<file path="config.mk">
export PLATFORM = sky130hd
export DESIGN_NAME = sys_mng_drp_poller
export DESIGN_NICKNAME = d
export VERILOG_FILES = /design/src/rtl/sys_mng_drp_poller.sv
export SDC_FILE = /design/constraint.sdc
export NUM_CORES = 1
export LEC_CHECK = 0
export ABC_AREA = 1
export BUFFER_PORTS_ARGS = -buffer_cell sky130_fd_sc_hd__buf_2
export CAP_MARGIN = 30
export CORE_MARGIN = 2
export CORE_UTILIZATION = 50
export CTS_BUF_LIST = sky130_fd_sc_hd__clkbuf_16
export CTS_CLUSTER_DIAMETER = 60
export DETAILED_ROUTE_END_ITERATION = 8
export PLACE_DENSITY = 0.78
export SYNTH_ARGS = -nofsm -noshare
export SYNTH_HDL_FRONTEND = slang
export SYNTH_SLANG_ARGS = --single-unit
</file>
<file path="constraint.sdc">
create_clock -name CLK -period 3 [get_ports CLK]
set_input_delay 0.6 -clock CLK [delete_from_list [all_inputs] [get_ports CLK]]
set_output_delay 0.6 -clock CLK [all_outputs]
set_load 0.02 [all_outputs]
</file>
<file path="src/rtl/sys_mng_drp_poller.sv">
// Round-robin DRP poller: sweeps ADDR_LIST, captures per-channel values, arbitrates a host port.
// Optional DRP_RDY watchdog enabled by defining SYS_MNG_DRP_POLLER_TIMEOUT_EN.
module sys_mng_drp_poller #(
    parameter int unsigned       N_CH           = 12,
    parameter logic [N_CH*8-1:0] ADDR_LIST      = {8'h00, 8'h20, 8'h24, 8'h01, 8'h21, 8'h25,
                                                   8'h02, 8'h22, 8'h26, 8'h06, 8'h23, 8'h27},
    parameter int unsigned       GAP_CYCLES     = 0,
    parameter int unsigned       TIMEOUT_CYCLES = 1024
) (
    input  logic               CLK,
    input  logic               RESET,
    output logic [7:0]         DRP_ADDR,
    output logic [15:0]        DRP_DI,
    input  logic [15:0]        DRP_DO,
    output logic               DRP_EN,
    output logic               DRP_WE,
    input  logic               DRP_RDY,
    output logic [N_CH*16-1:0] VALUES,
    output logic [N_CH-1:0]    UPDATED,
    output logic               SWEEP_DONE,
    input  logic               HOST_REQ,
    input  logic               HOST_WE,
    input  logic [7:0]         HOST_ADDR,
    input  logic [15:0]        HOST_DI,
    output logic               HOST_ACK,
    output logic [15:0]        HOST_DO,
    output logic               TIMEOUT_ERR
);

    localparam int unsigned CH_W     = (N_CH > 1) ? $clog2(N_CH) : 1;
    localparam int unsigned GAP_W    = (GAP_CYCLES > 1) ? $clog2(GAP_CYCLES) : 1;
    localparam int unsigned GAP_LAST = (GAP_CYCLES > 0) ? GAP_CYCLES - 1 : 0;
    localparam int unsigned CH_LAST  = N_CH - 1;

    if (N_CH < 1 || N_CH > 64) begin : g_bad_n_ch
        $error("sys_mng_drp_poller: N_CH must be 1..64");
    end
    if (TIMEOUT_CYCLES < 1) begin : g_bad_timeout
        $error("sys_mng_drp_poller: TIMEOUT_CYCLES must be at least 1");
    end

    typedef enum logic [2:0] {
        IDLE  = 3'd0,
        ARB   = 3'd1,
        ISSUE = 3'd2,
        WAIT  = 3'd3,
        GAP   = 3'd4
    } state_t;

    state_t              state_q, state_d;
    logic [CH_W-1:0]     ch_q, ch_d;
    logic [GAP_W-1:0]    gap_cnt_q, gap_cnt_d;
    logic                gap_pend_q, gap_pend_d;
    logic                xfer_host_q, xfer_host_d;
    logic                xfer_we_q, xfer_we_d;
    logic [7:0]          drp_addr_q, drp_addr_d;
    logic [15:0]         drp_di_q, drp_di_d;
    logic                drp_en_q, drp_en_d;
    logic                drp_we_q, drp_we_d;
    logic [15:0]         values_q [N_CH];
    logic [15:0]         values_d [N_CH];
    logic [N_CH-1:0]     updated_q, updated_d;
    logic                sweep_done_q, sweep_done_d;
    logic                host_ack_q, host_ack_d;
    logic [15:0]         host_do_q, host_do_d;
    logic                timeout_err_q, timeout_err_d;

    logic [7:0]          addr_tab [N_CH];
    logic                to_hit_c;
    logic                host_req_c;

    // Unpack the address list (channel 0 in the MS byte) and pack the value table likewise.
    for (genvar g = 0; g < N_CH; g++) begin : g_tab
        assign addr_tab[g] = ADDR_LIST[(N_CH-1-g)*8 +: 8];
        assign VALUES[(N_CH-1-g)*16 +: 16] = values_q[g];
    end

`ifdef SYS_MNG_DRP_POLLER_TIMEOUT_EN
    localparam int unsigned TO_W    = (TIMEOUT_CYCLES > 1) ? $clog2(TIMEOUT_CYCLES) : 1;
    localparam int unsigned TO_LAST = TIMEOUT_CYCLES - 1;

    logic [TO_W-1:0] to_cnt_q, to_cnt_d;

    always_comb begin
        to_cnt_d = '0;
        if (state_q == WAIT && !DRP_RDY) begin
            to_cnt_d = to_cnt_q + 1'b1;
        end
    end

    assign to_hit_c = (state_q == WAIT) && !DRP_RDY && (to_cnt_q == TO_W'(TO_LAST));

    always_ff @(posedge CLK) begin
        if (RESET) begin
            to_cnt_q <= '0;
        end else begin
            to_cnt_q <= to_cnt_d;
        end
    end
`else
    assign to_hit_c = 1'b0;
`endif

    // The ACK cycle still sees the host's held request; it must not be granted twice.
    assign host_req_c = HOST_REQ && !host_ack_q;

    always_comb begin
        state_d       = state_q;
        ch_d          = ch_q;
        gap_cnt_d     = gap_cnt_q;
        gap_pend_d    = gap_pend_q;
        xfer_host_d   = xfer_host_q;
        xfer_we_d     = xfer_we_q;
        drp_addr_d    = drp_addr_q;
        drp_di_d      = drp_di_q;
        drp_en_d      = 1'b0;
        drp_we_d      = 1'b0;
        values_d      = values_q;
        updated_d     = '0;
        sweep_done_d  = 1'b0;
        host_ack_d    = 1'b0;
        host_do_d     = host_do_q;
        timeout_err_d = timeout_err_q | to_hit_c;

        case (state_q)
            IDLE: state_d = ARB;
            ARB: begin
                if (host_req_c) begin
                    xfer_host_d = 1'b1;
                    xfer_we_d   = HOST_WE;
                    drp_addr_d  = HOST_ADDR;
                    drp_di_d    = HOST_DI;
                    drp_we_d    = HOST_WE;
                    drp_en_d    = 1'b1;
                    state_d     = ISSUE;
                end else if (gap_pend_q) begin
                    state_d = GAP;
                end else begin
                    xfer_host_d = 1'b0;
                    xfer_we_d   = 1'b0;
                    drp_addr_d  = addr_tab[ch_q];
                    drp_di_d    = '0;
                    drp_en_d    = 1'b1;
                    state_d     = ISSUE;
                end
            end
            ISSUE: state_d = WAIT;
            WAIT: begin
                if (DRP_RDY || to_hit_c) begin
                    if (xfer_host_q) begin
                        host_ack_d = 1'b1;
                        if (DRP_RDY && !xfer_we_q) begin
                            host_do_d = DRP_DO;
                        end
                        state_d = gap_pend_q ? GAP : ARB;
                    end else begin
                        if (DRP_RDY) begin
                            values_d[ch_q]  = DRP_DO;
                            updated_d[ch_q] = 1'b1;
                        end
                        if (ch_q == CH_W'(CH_LAST)) begin
                            ch_d         = '0;
                            sweep_done_d = DRP_RDY;
                            if (GAP_CYCLES > 0) begin
                                gap_pend_d = 1'b1;
                                state_d    = GAP;
                            end else begin
                                state_d = ARB;
                            end
                        end else begin
                            ch_d    = ch_q + 1'b1;
                            state_d = ARB;
                        end
                    end
                end
            end
            GAP: begin
                // A host request suspends the gap; the count resumes once the access is done.
                if (host_req_c) begin
                    state_d = ARB;
                end else if (gap_cnt_q == GAP_W'(GAP_LAST)) begin
                    gap_cnt_d  = '0;
                    gap_pend_d = 1'b0;
                    state_d    = ARB;
                end else begin
                    gap_cnt_d = gap_cnt_q + 1'b1;
                end
            end
            default: state_d = IDLE;
        endcase
    end

    always_ff @(posedge CLK) begin
        if (RESET) begin
            state_q       <= IDLE;
            ch_q          <= '0;
            gap_cnt_q     <= '0;
            gap_pend_q    <= 1'b0;
            xfer_host_q   <= 1'b0;
            xfer_we_q     <= 1'b0;
            drp_addr_q    <= '0;
            drp_di_q      <= '0;
            drp_en_q      <= 1'b0;
            drp_we_q      <= 1'b0;
            values_q      <= '{default: '0};
            updated_q     <= '0;
            sweep_done_q  <= 1'b0;
            host_ack_q    <= 1'b0;
            host_do_q     <= '0;
            timeout_err_q <= 1'b0;
        end else begin
            state_q       <= state_d;
            ch_q          <= ch_d;
            gap_cnt_q     <= gap_cnt_d;
            gap_pend_q    <= gap_pend_d;
            xfer_host_q   <= xfer_host_d;
            xfer_we_q     <= xfer_we_d;
            drp_addr_q    <= drp_addr_d;
            drp_di_q      <= drp_di_d;
            drp_en_q      <= drp_en_d;
            drp_we_q      <= drp_we_d;
            values_q      <= values_d;
            updated_q     <= updated_d;
            sweep_done_q  <= sweep_done_d;
            host_ack_q    <= host_ack_d;
            host_do_q     <= host_do_d;
            timeout_err_q <= timeout_err_d;
        end
    end

    assign DRP_ADDR    = drp_addr_q;
    assign DRP_DI      = drp_di_q;
    assign DRP_EN      = drp_en_q;
    assign DRP_WE      = drp_we_q;
    assign UPDATED     = updated_q;
    assign SWEEP_DONE  = sweep_done_q;
    assign HOST_ACK    = host_ack_q;
    assign HOST_DO     = host_do_q;
    assign TIMEOUT_ERR = timeout_err_q;

endmodule

</file>
# ---- Yosys cells after proc, flatten, opt, wreduce, memory -nomap -nowiden
# Memories as Yosys holds them, arrays and structs flattened.
# Cells that the tools add are included.
# Widths: inputs -> output; s select.
dict set report op_classes {
  add_sub_neg 2
  eq_ne 7
  n_lt_le_gt_ge 4
  bitwise 6
  mux 19
  reduce_logical 15
}
# operator n
set op_table {}
lappend op_table {{$bwmux 192} 1}
lappend op_table {{$demux 16 s4} 1}
lappend op_table {{$mux 16} 2}
lappend op_table {{$mux 8} 3}
lappend op_table {{$pmux 3 s5} 1}
lappend op_table {{$mux 3} 3}
lappend op_table {{$eq 3x2->1 const B} 2}
lappend op_table {{$mux 1} 6}
lappend op_table {{$reduce_or 3->1} 2}
lappend op_table {{$ge 5x5->1 const B} 1}
lappend op_table {{$lt 4x5->1 const B} 1}
lappend op_table {{$lt 5x1->1 const B} 1}
lappend op_table {{$not 1->1} 5}
lappend op_table {{$not 4->5} 1}
lappend op_table {{$add 4x1->4 const B} 1}
lappend op_table {{$demux 1 s4} 1}
lappend op_table {{$eq 4x4->1 const B} 1}
lappend op_table {{$ge 4x1->1 const B} 1}
lappend op_table {{$logic_and 1x1->1} 4}
lappend op_table {{$mux 4} 1}
lappend op_table {{$reduce_and 2->1} 2}
lappend op_table {{$reduce_and 4->1} 1}
lappend op_table {{$reduce_or 4->1} 1}
lappend op_table {{$eq 3x1->1 const B} 1}
lappend op_table {{8 further kinds} 9}
dict set report totals {
  regBits 258
  memories 1
  rom_bits 128
}
# name words width read_ports rd_ports_with_merged_regs write_ports line
set memory_table {}
lappend memory_table {{(name not given)} 16 8 1 0 0 141} ;# drp_addr_d = addr_tab[ch_q];

# ---- Logic depth before layout (Yosys ltp)
# Gate-level depths: netlist of the first run.
dict set report logic_depth {
  ltp_word 6
  ltp_mapped 10
  ltp_nobuf 9
}

# ---- Worst setup path before layout of the first run
# No wires, ideal clock.
dict set report synth_timing {
  path_kind {input to register}
  startpoint {in DRP_RDY}
  endpoint {reg values_q (netlist bit VALUES[144])}
  cell_stages 9
  required_time_ps 2884
  arrival_ps 1519
  path_slack_ps 1366
  path_cell_list {nand2_2 nor2_8 buf_12 inv_2 nor2_8 inv_2 buf_2 nor2_1 nor2_1}
}
dict set report synth_via {
  elab_chain_len 1
}
# item line
set synth_lines {}
lappend synth_lines {{start, declared} 17} ;# input logic DRP_RDY,
lappend synth_lines {{$reduce_and 3->1 (no source line)} --}
lappend synth_lines {{end signal, assigned} 222} ;# values_q <= values_d;
lappend synth_lines {{end, declared} 60} ;# logic [15:0] values_q [N_CH];
# No other way between the ends.
# A chain may end at the register's enable or synchronous reset.

# ---- Final worst setup path of the first run
dict set report layout_timing {
  startpoint {reg state_q[1]}
  endpoint {reg values_q (netlist bit VALUES[40])}
}
dict set report layout_via {
  elab_chain_len 2
}
# item line
set layout_lines {}
lappend layout_lines {{start, declared} 50} ;# state_t state_q, state_d;
lappend layout_lines {{start signal, assigned} 212} ;# state_q <= state_d;
lappend layout_lines {{$eq 3x2->1} 125} ;# case (state_q)
lappend layout_lines {{$reduce_and 3->1 (no source line)} --}
# No other way between the ends.

==> summary.md, run 1 <==
| Metric | Value |
|---|---|
| Status | finished, final reports clean |
| Mapped cell area | 9420 sq um |
| Post-synth top cells | dfxtp_1, nor2_1, nand2_1 |
| Synth Flop Type | dfxtp_1 |
| Minimum clock period | 2.12 ns |
| Die H | 141 um |
| DRC | 0 |
| CP endpoint kind | flip-flop |
| Flops & latches, synth | 255 |
| Post-synth EDFFs | 0 |
| Crit share post-route | 0.708 |
| Sum Neg Setup Slack | 0 ns |
| Fillcell total | 1652 |
| First-pass GRT wire length | 44100 um |
| Leak | 0.00537 uW |
| Clock Latency Late Sink | 0.53 ns |
| I/O Buffers | 292 |
| CP arrival | 2.51 ns |
| Clock Skews | 0.0149 ns |
| CTS H-tree depth | 1 |
| Synthesized instance count | 1171 |
| Starting Density | 0.507 |
| Peak Freq | 0.471 GHz |
| Placer Congestion | 0.829 |
| Resized cells post-CTS | 0 |
| Hold Path Depth | 3 |
| Pin count of the biggest net entering global routing | 139 |
| Syn. warnings | 0 |
| Unrepaired setup endpoints after global routing | no |
| Routed wire per std cell | 17.4 um |
| Post-cts hold buffer count | 0 |
| Hpwl dp | 18400 um |
| Synth cell types | 31 |
| Final setup fails | 0 |
| Register area share after synthesis | 0.542 |
| Multi-input logic area | 3720 sq um |
| Layout area overhead | 23.4% |
| Worst-path clk slew | 0.06 ns |
| Post-synth top area share | 0.542 |
| Gr usage total | 0.277 |
| Worst Hold Class | input pin to flip-flop |
| Top-count cell post-synth | dfxtp_1 |
| Layout cells sized above 1 | 0.259 |
| Final WL | 28900 um |
| Worst slew pin tran | 0.677 ns |
| I/O pins | 294 |
| Cts bufs inserted | 26 |
| Post-route ant nets | 0 |
| Count of final max-slew check failures | 0 |
| Number of global-route vias before repair | 8069 |
| # rows | 50 |
| Die area | 19900 sq um |
| Clk buf depth | 3 |
| TritonRoute pass-1 iters | 5 |
| CP required | 3.38 ns |
| Antenna Cells | 0 |
| Pwr Density | 609 nW/um^2 |
| Synth area leaders | dfxtp_1, nor2_1, nand3_1, nand2_1, a21oi_1 |
| Pre-CTS setup slack | 0.795 ns |
| Postcts setup bufs | 0 |
| Synth async-reset ratio | 0 |
| Final WS setup | 0.877 ns |
| Post-Synthesis Net Count | 1224 |
| VDD IR-drop max | 0.000412 V |
| CTS root buffer | clkbuf_16 |
| Antenna violations before repair | 0 |
| Crit Path Category | flip-flop to flip-flop |
| FF/Latch Area | 5100 sq um |
| Critical Path Source Type | flip-flop |
| Final nets | 1461 |
| Syn Area/Cell | 8.04 sq um |
| Post-synth top area cell | dfxtp_1 |
| Core Region | 18600 sq um |
| Tightest hold margin | 0.345 ns |
| Count of final hold-check violations | 0 |
| Total number of vias | 8844 |
| R2r worst-path depth | 7 |
| TritonCTS clock tree | done |
| Die width | 141 um |
| Max cap viols | 0 |
| Critical path fanouts, max | 33 |
| Overflow after GRT | 0 |
| Via/cell ratio | 5.33 |
| CTS sink cnt | 255 |
| Relative slew slack | 0.548 |
| Initial DRC Count | 591 |
-- registers in the layout (all words and copies together) (netlist names) --
| name | flops |
|---|---|
| xfer_we_q | 1 |
| HOST_ACK | 1 |
| UPDATED | 12 |
| DRP_WE | 1 |
| DRP_EN | 1 |
| state_q | 2 |
| ch_q | 4 |
| DRP_DI | 16 |
| HOST_DO | 16 |
| DRP_ADDR | 8 |
| xfer_host_q | 1 |
| VALUES | 192 |
-- cell usage in the layout (no fill, tap or decap), types with 2 or more instances in the layout --
cell type	instances
nor2_4	3
clkinv_2	3
buf_2	291
inv_2	9
dfxtp_1	255
clkinv_1	10
nor3_1	2
nand2_1	176
nand2_2	7
ha_1	8
nand2_4	3
nor2_2	3
clkbuf_16	26
bufinv_16	3
nor2_1	210
buf_12	3
inv_1	24
o21ai_0	101
buf_4	7
nand3_2	3
o21ai_1	3
a21oi_1	124
nand3_1	139
nor2_8	5
-- logic make-up after synthesis --
kind of cell / synth area share
adders and majority gates: 0.0106
other: 0.000398
DFF: 0.542
AOI/OAI and AO/OA: 0.123
and+or+nand+nor: 0.261
buffers and inverters: 0.0632
-- worst max-delay path, stage by stage (launching register included) --
cell     delay (ns)
dfxtp_1        0.36
ha_1           0.21
nand2_2        0.14
nor2_8         0.36
buf_4          0.40
nand2_2        0.28
nand2_1        0.16
a21oi_1        0.07
-- cell type report --
cell class                 count  area share
tap                          234      0.0252
clock buffer                  26      0.0560
sequential                   255       0.439
timing repair buffer         301       0.135
multi-input combinational    793       0.320
inverter                      31      0.0102
clock inverter                20      0.0146
-- report_power, final --
| group | total [uW] | internal (uW) | switching (uW) |
|---|---|---|---|
| logic | 481 | 123 | 358 |
| clock network | 3130 | 1820 | 1310 |
| registers | 3470 | 3440 | 29.6 |
-- worst paths after layout --
kind / start / slack [ns] / end
min: HOST_DI[9] / 0.34 / DRP_DI[9]
min reg2reg: VALUES[100] / 0.46 / VALUES[100]
max reg2reg: state_q[1] / 0.88 / VALUES[40]
max: state_q[1] / 0.88 / VALUES[40]
-- per-layer routing --
| metal | vias to the layer above | GRT usage | share of wire |
|---|---|---|---|
| met1 | 4081 | 0.379 | 0.43 |
| met2 | 416 | 0.448 | 0.46 |
| met5 | - | 0 | 0 |
| li1 | 4295 | - | - |
| met3 | 52 | 0.0537 | 0.090 |
| met4 | 0 | 0.0789 | 0.025 |
-- through the flow --
step / power (uW) / instance area (sq um) / cells / utilization
after CTS: 7100 / 11600 / 1660 / 0.626
final: 7080 / 11600 / 1660 / 0.626
after floorplan: 3850 / 9420 / 1171 / -
after global routing: 7310 / 11600 / 1660 / 0.626
after global placement: 4010 / 10800 / 1614 / 0.581
after detailed placement: 4010 / 10800 / 1614 / 0.581
Note: power is estimated with default switching activity, not from simulation.
==> run 2: changes to the inputs <==
==> constraint.sdc (replaced) <==
create_clock -name CLK -period 1.97 [get_ports CLK]
set_input_delay 0.394 -clock CLK [delete_from_list [all_inputs] [get_ports CLK]]
set_output_delay 0.394 -clock CLK [all_outputs]
set_load 0.02 [all_outputs]
==> summary.md, run 2 (synthesized netlist as in run 1, its figures left out) <==
| Metric | Value |
|---|---|
| Peak Freq | 0.530 GHz (+13%) |
| Max cap viols | 0 (unchanged) |
| CTS H-tree depth | 1 (unchanged) |
| Layout cells sized above 1 | 0.268 (+0.00896) |
| Via/cell ratio | 5.32 (-0.22%) |
| Die width | 141 um (unchanged) |
| Post-route ant nets | 0 (unchanged) |
| Crit Path Category | flip-flop to flip-flop |
| Internal reg-to-reg setup slack | 0.08 ns (-0.79 ns) |
| Initial DRC Count | 688 (+16%) |
| Clk buf depth | 3 (unchanged) |
| WHS Endpoint | DRP_WE |
| Final WL | 29200 um (+1.0%) |
| Max reg flops | 192 (unchanged) |
| I/O pins | 294 (unchanged) |
| Count of final max-slew check failures | 0 (unchanged) |
| Critical path fanouts, max | 67 (+100%) |
| TritonCTS clock tree | done |
| CP endpoint kind | flip-flop |
| Layout area overhead | 24.4% |
| Worst slew pin tran | 0.658 ns (-0.0190 ns) |
| First-pass GRT wire length | 44300 um (+0.50%) |
| CTS sink cnt | 255 (unchanged) |
| Starting Density | 0.507 (unchanged) |
| Minimum clock period | 1.89 ns (-0.236 ns) |
| Pre-CTS setup slack | 0.105 ns (-0.690 ns) |
| VDD IR-drop max | 0.000590 V (+43%) |
| Commonest non-fill, non-tap cells in the layout | buf_2, dfxtp_1, nor2_1, nand2_1, nand3_1 |
| R2r worst-path depth | 7 (unchanged) |
| TritonRoute pass-1 iters | 5 (unchanged) |
| Unrepaired setup endpoints after global routing | yes |
| Commonest non-fill, non-tap cell in the layout | buf_2 |
| Final setup fails | 0 (unchanged) |
| Tightest hold margin | 0.113 ns (-0.232 ns) |
| CTS root buffer | clkbuf_16 |
| Final nets | 1471 (+0.68%) |
| Leak | 0.00544 uW (+1.2%) |
| Crit share post-route | 0.958 (+0.250) |
| I/O Buffers | 292 (unchanged) |
| Critical Path Source Type | flip-flop |
| Status | finished, final reports clean |
| Placer Congestion | 0.844 (+1.7%) |
| Clock Latency Late Sink | 0.52 ns (about the same) |
| Die H | 141 um (unchanged) |
| Overflow after GRT | 0 (unchanged) |
| CP arrival | 2.26 ns (-0.25 ns) |
| Gr usage total | 0.278 (+0.00154) |
| Critical R2R Launch | state_q[0] |
| Antenna Cells | 0 (unchanged) |
| Final Power | 10700 uW (+51%) |
| Clock Skews | 0.00920 ns (-0.00575 ns) |
| Post-cts hold buffer count | 0 (unchanged) |
| Number of global-route vias before repair | 8103 (+0.42%) |
| Antenna violations before repair | 0 (unchanged) |
| Pin count of the biggest net entering global routing | 83 (-40%) |
| Hold Path Depth | 3 (unchanged) |
| # rows | 50 (unchanged) |
| Hpwl dp | 18400 um (about the same) |
| Worst-path clk slew | 0.06 ns (about the same) |
| Routed wire per std cell | 17.4 um (+0.28%) |
| Die area | 19900 sq um (unchanged) |
| Sum Neg Setup Slack | 0 ns (unchanged) |
| DRC | 0 (unchanged) |
| Cts bufs inserted | 26 (unchanged) |
| Pwr Density | 912 nW/um^2 (+50%) |
| Min-delay src | HOST_WE |
| Relative slew slack | 0.562 (+0.0132) |
| CP required | 2.35 ns (-1.03 ns) |
| Count of final hold-check violations | 0 (unchanged) |
| Reg-to-Reg End | VALUES[40] |
| Worst Hold Class | input pin to flip-flop |
| Final WS setup | 0.0832 ns (-0.794 ns) |
| Core Region | 18600 sq um (unchanged) |
| Total number of vias | 8888 (+0.50%) |
[run 2: how the worst max path moves through the flow]
stage	slack, ns	startpoint	to	depth (start not counted)
2_1_floorplan	0.41	state_q[0]	VALUES[144]	10
3_3_place_gp	0.16	state_q[0]	VALUES[61]	7
3_5_place_dp	0.11	state_q[0]	VALUES[177]	7
4_1_cts	0.08	state_q[0]	VALUES[177]	7
5_1_grt	-0.06	state_q[0]	VALUES[118]	7
6_report	0.08	state_q[0]	VALUES[40]	7
[run 2: timing repair]
action                     in CTS  in global routing
buffers inserted                0                  0
gates resized for setup         0                  4
setup endpoints to repair       0                 85
hold endpoints to repair        0                  0
[run 2: final cells by class]
class / instances / area, sq um
multi-input cells: 793 / 3720
inverters: 31 / 121
well taps: 234 / 293
clock inverters: 21 / 121
clock buffers: 27 / 676
repair buffers: 311 / 1680
fillers: 1631 / 6870
flip-flops and latches: 255 / 5100
[run 2: routing by layer]
layer | global-route usage | up-vias | share of wire
met5 | 0 | - | 0
met4 | 0.102 | 0 | 0.033
met3 | 0.0526 | 74 | 0.097
met2 | 0.444 | 446 | 0.45
met1 | 0.378 | 4059 | 0.42
li1 | - | 4309 | -
[run 2: power breakdown]
group	internal, uW	switching, uW	total, uW
Combinational	201	552	754
Clock	2600	2050	4650
Sequential	5230	44.7	5280
[run 2: per-stage QoR]
step / utilization / instances / area, sq um
2_1_floorplan: - / 1171 / 9420
3_3_place_gp: 0.587 / 1624 / 10900
3_5_place_dp: 0.587 / 1624 / 10900
4_1_cts: 0.630 / 1672 / 11700
5_1_grt: 0.630 / 1672 / 11700
6_report: 0.630 / 1672 / 11700
[run 2: worst max-delay path: stages (launching register included)]
cell,delay (ns)
dfxtp_1,0.36
ha_1,0.19
nand2_2,0.13
nor2_8,0.25
buf_16,0.31
nand2_2,0.28
nand2_1,0.14
a21oi_1,0.07
==> run 3: changes to the inputs <==
--- a/config.mk
+++ b/config.mk
@@ -13,7 +13,7 @@
 export CTS_BUF_LIST = sky130_fd_sc_hd__clkbuf_16
 export CTS_CLUSTER_DIAMETER = 60
 export DETAILED_ROUTE_END_ITERATION = 8
-export PLACE_DENSITY = 0.78
+export PLACE_DENSITY = 0.85
 export SYNTH_ARGS = -nofsm -noshare
 export SYNTH_HDL_FRONTEND = slang
 export SYNTH_SLANG_ARGS = --single-unit
==> summary.md, run 3 (synthesized netlist as in run 1, its figures left out) <==
| Metric | Value |
|---|---|
| Critical path fanouts, max | 33 (-51%) |
| Count of final max-slew check failures | 0 (unchanged) |
| CP endpoint kind | flip-flop |
| Final WL | 29500 um (+1.3%) |
| Critical R2R Launch | state_q[0] |
| Post-cts hold buffer count | 0 (unchanged) |
| CP max stage cell | dfxtp_1 |
| Crit Path Category | flip-flop to flip-flop |
| Hpwl dp | 18900 um (+2.4%) |
| Placed inst area | 10900 sq um (-0.23%) |
| Switching Fraction | 0.239 (-0.00902) |
| Total number of vias | 9073 (+2.1%) |
| Gr usage total | 0.279 (+0.000926) |
| DRC | 0 (unchanged) |
| Commonest non-fill, non-tap cell in the layout | buf_2 |
| Cts bufs inserted | 26 (unchanged) |
| Sum Neg Setup Slack | 0 ns (unchanged) |
| Worst-path clk slew | 0.06 ns (about the same) |
| Pre-CTS setup slack | 0.0351 ns (-0.0701 ns) |
| I/O pins | 294 (unchanged) |
| Post-route ant nets | 0 (unchanged) |
| Critical Path Source Type | flip-flop |
| Final WS setup | 0.107 ns (+0.0240 ns) |
| Crit path cell chain | ha_1 -> nand2_2 -> nor2_8 -> buf_12 -> buf_16 -> nand2_8 -> nor2_4 -> buf_12 -> nand2_1 -> nand2_1 |
| Number of global-route vias before repair | 8311 (+2.6%) |
| Starting Density | 0.507 (unchanged) |
| TritonRoute pass-1 iters | 5 (unchanged) |
| First-pass GRT wire length | 44600 um (+0.59%) |
| Net Switching | 2690 uW (+1.8%) |
| Min-delay src | HOST_DI[8] |
| Final setup fails | 0 (unchanged) |
| Share of total power in the clock network | 0.465 (+0.029) |
| CP arrival | 2.33 ns (+0.07 ns) |
| Tightest hold margin | 0.132 ns (+0.0191 ns) |
| Final Power | 11300 uW (+5.6%) |
| Combinational Power Share | 0.068 (-0.003) |
| Reg power frac | 0.467 (-0.027) |
| Antenna violations before repair | 1 (+1) |
| Final nets | 1476 (+0.34%) |
| Placer Congestion | 0.834 (-1.1%) |
| Max cap viols | 0 (unchanged) |
| # rows | 50 (unchanged) |
| Layout cells sized above 1 | 0.274 (+0.00531) |
| Worst slew pin tran | 0.542 ns (-0.116 ns) |
| Count of final hold-check violations | 0 (unchanged) |
| CTS sink cnt | 255 (unchanged) |
| Overflow after GRT | 0 (unchanged) |
| Die width | 141 um (unchanged) |
| Leak | 0.00549 uW (+0.83%) |
| Layout area overhead | 26.4% |
| TritonCTS clock tree | done |
| Max stage delay on crit path | 0.35 ns (about the same) |
| Via/cell ratio | 5.41 (+1.8%) |
| CTS H-tree depth | 1 (unchanged) |
| Commonest non-fill, non-tap cells in the layout | buf_2, dfxtp_1, nor2_1, nand2_1, nand3_1 |
| Relative slew slack | 0.639 (+0.0772) |
| CP top delay family | simple AND/OR/NAND/NOR gates |
| Worst Hold Class | input pin to flip-flop |
| Int Pwr | 8590 uW (+6.9%) |
| Status | finished, final reports clean |
| VDD IR-drop max | 0.000725 V (+23%) |
| CTS root buffer | clkbuf_16 |
| Pin count of the biggest net entering global routing | 87 (+4.8%) |
| Clock Skews | 0.0158 ns (+0.00664 ns) |
| Routed wire per std cell | 17.6 um (+1.0%) |
| Max reg flops | 192 (unchanged) |
| Minimum clock period | 1.86 ns (-0.0240 ns) |
| Antenna Cells | 0 (unchanged) |
| CP required | 2.44 ns (+0.09 ns) |
| Design area | 11900 sq um (+1.6%) |
| Peak Freq | 0.537 GHz (+1.3%) |
| Clk buf depth | 3 (unchanged) |
| Core Region | 18600 sq um (unchanged) |
| Clock Latency Late Sink | 0.53 ns (about the same) |
| Initial DRC Count | 760 (+10%) |
| Buffers & Inverters on Critical Path | 3 (+2) |
| Die area | 19900 sq um (unchanged) |
| Crit share post-route | 0.946 (-0.0122) |
| I/O Buffers | 292 (unchanged) |
| Die H | 141 um (unchanged) |
| Pwr Density | 948 nW/um^2 (+4.0%) |
| Critical path origin | state_q[0] |
[run 3: cell count changes in the layout (fill, tap and decap cells not counted), moves of 3 or more]
cell	previous run	this run
bufinv_16	1	5
clkinvlp_4	1	6
buf_4	15	18
clkinv_2	12	5
clkinv_1	8	4
[run 3: metrics by stage]
step | util | instances
2_1_floorplan | - | 1171
3_3_place_gp | 0.585 | 1624
3_5_place_dp | 0.585 | 1624
4_1_cts | 0.635 | 1672
5_1_grt | 0.641 | 1677
6_report | 0.641 | 1677
[run 3: worst paths after layout]
check,cells past startpoint,end,slack (ns)
max,10,VALUES[12],0.11
min,3,DRP_DI[8],0.13
max reg2reg,10,VALUES[12],0.11
min reg2reg,2,VALUES[107],0.46
[run 3: worst register-to-register path, cell delays in order (launching register included)]
cell	delay [ns]
dfxtp_1	0.35
ha_1	0.20
nand2_2	0.14
nor2_8	0.21
buf_12	0.13
buf_16	0.20
nand2_8	0.14
nor2_4	0.17
buf_12	0.15
nand2_1	0.06
nand2_1	0.08
[run 3: what timing repair did]
action                                 CTS  global route
setup endpoints to repair                0            39
gates resized for setup                  0             7
endpoints found under the hold margin    0             0
buffers inserted                         0             4
[run 3: per-layer routing]
metal	share of wire	global-route usage	wire length, um
met1	0.40	0.351	11800
met4	0.042	0.115	1230
met2	0.46	0.459	13700
met3	0.097	0.0696	2860
met5	0	0	0
[run 3: area by class of cell]
type                       instances  area, sq um
clock inverter                    21          243
multi-input combinational        793         3730
sequential                       255         5100
tap                              234          293
inverter                          31          123
fill                            1556         6680
timing repair buffer             316         1740
clock buffer                      27          676
[run 3: power groups by stage]
stage	sequential (uW)	clock, uW	combinational [uW]
finish	5280	5240	769
global route	5280	5500	829
CTS	5270	5310	735
detailed placement	5390	0	731
global placement	5390	0	717
floorplan	5470	0	389
